File: config.mk
export PLATFORM = sky130hd
export DESIGN_NAME = uart_receiver
export DESIGN_NICKNAME = d
export VERILOG_FILES = /design/src/rtl/uart_receiver.sv
export SDC_FILE = /design/constraint.sdc
export NUM_CORES = 1
export LEC_CHECK = 0
export BUFFER_PORTS_ARGS = -buffer_cell sky130_fd_sc_hd__buf_2
export CAP_MARGIN = 20
export CORE_MARGIN = 1
export CORE_UTILIZATION = 50
export DETAILED_ROUTE_END_ITERATION = 10
export GPL_ROUTABILITY_DRIVEN = 0
export PLACE_DENSITY_LB_ADDON = 0.3
export SYNTH_ARGS = -nofsm -noshare
export SYNTH_HDL_FRONTEND = slang
export SYNTH_SLANG_ARGS = --single-unit
export TNS_END_PERCENT = 50
File: constraint.sdc
create_clock -name clock -period 3.6 [get_ports clock]
set_input_delay 0 -clock clock [delete_from_list [all_inputs] [get_ports clock]]
set_output_delay 0 -clock clock [all_outputs]
set_load 0.01 [all_outputs]
File: src/rtl/uart_receiver.sv
// 8N1 UART receive front end: two-flop input synchroniser, mid-bit sampling FSM,
// and a first-word-fall-through byte FIFO presented as a valid/ready stream.
module uart_receiver #(
  parameter int CLKS_PER_BIT = 868,
  parameter int FIFO_DEPTH   = 8
) (
  input  logic                          clock,
  input  logic                          reset,
  input  logic                          uart_rx,
  output logic [7:0]                    rx_data,
  output logic                          rx_valid,
  input  logic                          rx_ready,
  output logic [$clog2(FIFO_DEPTH):0]   rx_count,
  output logic                          frame_error,
  output logic                          overrun
);

  localparam int CW = $clog2(CLKS_PER_BIT);
  localparam int PW = $clog2(FIFO_DEPTH);
  localparam logic [CW-1:0] BIT_RELOAD = CW'(CLKS_PER_BIT - 1);
  localparam logic [CW-1:0] HALF_LOAD  = CW'(CLKS_PER_BIT / 2 - 1);
  localparam logic [PW:0]   FULL_COUNT = (PW + 1)'(FIFO_DEPTH);

  // state   | meaning
  // S_IDLE  | line idle, waiting for a low level
  // S_START | timing to the middle of the start bit
  // S_DATA  | sampling 8 data bits, LSB first
  // S_STOP  | sampling the stop bit, push or flag framing error
  // S_BREAK | line held low after a framing error, wait for high
  typedef enum logic [2:0] {S_IDLE, S_START, S_DATA, S_STOP, S_BREAK} state_t;

  state_t          state, state_d;
  logic            sync_q, rx_s;
  logic [CW-1:0]   cnt, cnt_d;
  logic [2:0]      bit_idx, bit_idx_d;
  logic [7:0]      shift_q, shift_d;
  logic            sample, push_req, ferr_d;

  logic [7:0]      mem [FIFO_DEPTH];
  logic [PW-1:0]   wr_ptr, rd_ptr;
  logic            full, push, pop, ovr_d;

  always_ff @(posedge clock or negedge reset) begin
    if (!reset) begin
      sync_q <= 1'b1;
      rx_s   <= 1'b1;
    end else begin
      sync_q <= uart_rx;
      rx_s   <= sync_q;
    end
  end

  always_ff @(posedge clock or negedge reset) begin
    if (!reset) begin
      state   <= S_IDLE;
      cnt     <= HALF_LOAD;
      bit_idx <= '0;
      shift_q <= '0;
    end else begin
      state   <= state_d;
      cnt     <= cnt_d;
      bit_idx <= bit_idx_d;
      shift_q <= shift_d;
    end
  end

  assign sample = (cnt == '0);

  always_comb begin
    state_d   = state;
    cnt_d     = sample ? BIT_RELOAD : cnt - CW'(1);
    bit_idx_d = bit_idx;
    shift_d   = shift_q;
    push_req  = 1'b0;
    ferr_d    = 1'b0;
    case (state)
      S_IDLE: begin
        cnt_d = HALF_LOAD;
        if (!rx_s) state_d = S_START;
      end
      S_START: begin
        if (sample) begin
          if (rx_s) begin
            state_d = S_IDLE;
          end else begin
            state_d   = S_DATA;
            bit_idx_d = '0;
          end
        end
      end
      S_DATA: begin
        if (sample) begin
          shift_d = {rx_s, shift_q[7:1]};
          if (bit_idx == 3'd7) state_d = S_STOP;
          else                 bit_idx_d = bit_idx + 3'd1;
        end
      end
      S_STOP: begin
        if (sample) begin
          if (rx_s) begin
            push_req = 1'b1;
            state_d  = S_IDLE;
          end else begin
            ferr_d  = 1'b1;
            state_d = S_BREAK;
          end
        end
      end
      S_BREAK: begin
        cnt_d = cnt;
        if (rx_s) state_d = S_IDLE;
      end
      default: state_d = S_IDLE;
    endcase
  end

  // A full FIFO still accepts the byte when the head is popped in the same cycle.
  assign pop   = rx_valid & rx_ready;
  assign full  = (rx_count == FULL_COUNT);
  assign push  = push_req & (~full | pop);
  assign ovr_d = push_req & ~push;

  always_ff @(posedge clock) begin
    if (push) mem[wr_ptr] <= shift_q;
  end

  always_ff @(posedge clock or negedge reset) begin
    if (!reset) begin
      wr_ptr      <= '0;
      rd_ptr      <= '0;
      rx_count    <= '0;
      frame_error <= 1'b0;
      overrun     <= 1'b0;
    end else begin
      frame_error <= ferr_d;
      overrun     <= ovr_d;
      if (push) wr_ptr <= wr_ptr + PW'(1);
      if (pop)  rd_ptr <= rd_ptr + PW'(1);
      case ({push, pop})
        2'b10:   rx_count <= rx_count + (PW + 1)'(1);
        2'b01:   rx_count <= rx_count - (PW + 1)'(1);
        default: rx_count <= rx_count;
      endcase
    end
  end

  assign rx_valid = (rx_count != '0);
  assign rx_data  = rx_valid ? mem[rd_ptr] : 8'h00;

endmodule

==> impl_metrics.yaml <==
outcome:
  status: "complete, no violations"
power:
  clkPwrFrac: 0.338
  ir_worst_vdd_uv: 178
  swShare: 0.210
  p_sw_w: 0.000397
  p_total_w: 0.00189
  p_int_w: 0.00149
  cellPowerDensity_nw_per_um2: 393
  seqPwrFrac: 0.655
  combPwrFrac: 0.007
  p_leak_nw: 1.98
drt:
  drc: 0
  vias_per_cell: 5.66
  first_pass_iters: 4
  ant_nets: 0
  drt-wirelength-per-cell_um: 17.5
  drt-total-wl_um: 7350
  drt_iter0_drc: 110
  route.vias.total: 2373
placed_design:
  port_buffers: 18
  dp_hpwl_um: 4740
floorplanning:
  rows: 33
  start_util: 0.524
  fp.dieH_um: 95.5
  core_um2: 8340
  io_pins: 19
  die-area_um2: 9120
  die_width_um: 95.5
synthesis:
  synth_edf_count: 64
  syn_nets: 295
  synthTopCellsByArea: "edfxtp_1 (44%), dfrtp_1 (18%), mux4_2 (8.2%)"
  avgSynthCellArea_um2: 15.5
  ys_seq_area_frac: 0.659
  yosysWarnings: 0
  synth_cell_types: 51
  async_flop_share: 0.373
  synth_top_area_frac: 0.439
  ys.flop_type: "edfxtp_1"
  synthesis.area_um2: 4370
  synth_seq_cells: 102
  syn_inst: 282
  synth.largest_area_cell: "edfxtp_1"
grt:
  grtUsageTotal: 0.186
  busiest_layer: "met2"
  grt_pass1_wl_um: 12200
  grtUsageMet1: 0.244
  grt.met2_usage: 0.304
  grt_pass1_vias: 2389
  use_met3: 0.0455
  grt_remaining_overflow: 0
  antenna_found_initial: 0
  grt_start_max_net_pins: 39
setup_path:
  critPathCapture: "rx_count[2]$_DFFE_PN0P_"
  slowest_stage: "dfrtp_1"
  critPathCaptureType: "flop"
  critPathKind: "flop to flop"
  r2r_cells: 12
  crit_path_max_fanout: 7
  slowest_delay_ns: 0.39
  reg2reg_slack_ns: 0.84
  startpoint: "cnt[1]$_DFFE_PN0N_"
  cp_data_required_time_ns: 3.85
  worstPathArrival_ns: 3.01
  path_cells: "inv_1 -> ha_1 -> nor2b_1 -> and3_1 -> nand3_1 -> ha_1 -> xor2_1 -> ha_1 -> a21oi_1 -> xor2_1 -> nor2_1 -> xor2_1"
  r2r-end: "rx_count[2]$_DFFE_PN0P_"
  worst_r2r_startpoint: "cnt[1]$_DFFE_PN0N_"
  worst_setup_path_start_kind: "flop"
cells_and_area:
  antenna_cells: 0
  multi_input_area_um2: 1430
  layout_common_cells: "edfxtp_1 (64), dfrtp_1 (31), nor2_1 (24)"
  seq_area_um2: 2880
  layout.nets: 322
  nFillCells: 640
  mostFrequentLayoutCell: "edfxtp_1"
  area_growth_pct: 9.67
  drive_gt1_frac: 0.258
clock_network:
  cts_buffer_depth: 2
  cts_buffers: 9
  cts_tree: "done"
  cts.repair.resized: 0
  holdBufCountCts: 2
  clock-sinks: 102
  ctsHtreeMaxLevel: 3
  insertion_delay_ns: 0.36
  cts_setup_buffers: 0
  cts_root_buf: "clkbuf_8"
  cts.clk_slew.worst_paths_ns: 0.10
sta:
  fin_worst_skew_ns: 0.0160
  setup_viol: 0
  final.setup.tns_ns: 0
  slew_headroom: 0.387
  hold_viol_final: 0
  period_minus_slack_ns: 2.76
  fmax_mhz: 362
  slew_viol_final: 0
  rsz0062_at_grt: "false"
  period_share: 0.767
  worst_pin_slew_ns: 0.907
min_path:
  hold_class: "input port to flop"
  hold_depth: 3
  hold_start: "rx_ready"
job:
  drv_cap: 0
[critical path, delay by kind of cell, from the launching register on]
kind | cells | cell delay, ns
adder cells (fa/ha/maj) | 3 | 0.65
buffers and inverters | 1 | 0.09
flip-flops | 1 | 0.39
AND/OR/NAND/NOR | 4 | 0.91
AO/OA/AOI/OAI | 1 | 0.14
XOR/XNOR | 3 | 0.46
[worst min-delay path by stage]
stage	end	slack [ns]
3_3_place_gp	sync_q$_DFF_PN1_	0.11
4_1_cts	overrun$_DFF_PN0_	0.009
5_1_grt	overrun$_DFF_PN0_	0.02
3_5_place_dp	sync_q$_DFF_PN1_	0.11
2_1_floorplan	bit_idx[0]$_DFFE_PN0P_	-0.30
6_report	overrun$_DFF_PN0_	0.03
[through the flow]
step                       util  hold WS [ns]  setup WS (ns)  cell area [µm²]  instances
final                     0.575        0.0255          0.838             4800        419
after global routing      0.575        0.0205          0.536             4800        419
after CTS                 0.575       0.00935          0.815             4800        419
after detailed placement  0.552         0.107          0.831             4600        401
after global placement    0.552         0.107          0.909             4600        401
after floorplan               -        -0.296          0.952             4370        282
[routing by layer]
layer / up-vias / part of all wire
met2: 34 / 0.48
li1: 1137 / -
met5: - / 0
met3: 8 / 0.027
met1: 1194 / 0.48
met4: 0 / 0.011
[cells by family after synthesis]
family / share of synthesized area
and+or+nand+nor: 0.101
AOI/OAI and AO/OA: 0.0509
buffers and inverters: 0.0134
muxes: 0.132
DFF: 0.659
adders and majority gates: 0.0258
xor gates and xnor gates: 0.0180
[synthesized netlist by cell type (2+ instances only)]
library cell and instances:
a21o_1 2, a21oi_1 11, a22o_1 3, and2_1 2, buf_1 2, buf_2 2, clkbuf_1 7, dfrtp_1 31
dfstp_2 7, edfxtp_1 64, ha_1 9, inv_1 3, mux2_2 11, mux2i_1 8, mux4_2 16, nand2_1 8
nand2b_1 3, nand3_1 5, nand3b_1 2, nand4_1 4, nand4b_1 2, nor2_1 24, nor3_1 8, nor3b_1 3
nor4_4 2, nor4b_1 2, o21a_1 2, o21ai_0 7, or3_1 2, or3_4 2, xnor2_1 5, xor2_1 4
[layout make-up]
type | instances | share of cell area
Sequential cell | 102 | 0.601
Multi-Input combinational cell | 165 | 0.299
Timing Repair Buffer | 27 | 0.0339
Tap cell | 105 | 0.0274
Clock buffer | 9 | 0.0258
Clock inverter | 7 | 0.0102
Inverter | 4 | 0.00313
[registers in the layout (all words and copies together) (netlist names)]
name	cells
cnt	10
rd_ptr	3
overrun	1
state	3
rx_count	4
wr_ptr	3
bit_idx	3
mem	64
shift_q	8
sync_q	1
frame_error	1
rx_s	1
[power by group through the flow]
stage                logic (W)  registers, W  clock network [W]
detailed placement   0.0000125       0.00126                  0
floorplan           0.00000135       0.00126                  0
CTS                  0.0000142       0.00124           0.000660
global placement     0.0000119       0.00126                  0
global route         0.0000159       0.00124           0.000709
finish               0.0000132       0.00124           0.000637
(Power assumes the default switching activity.)
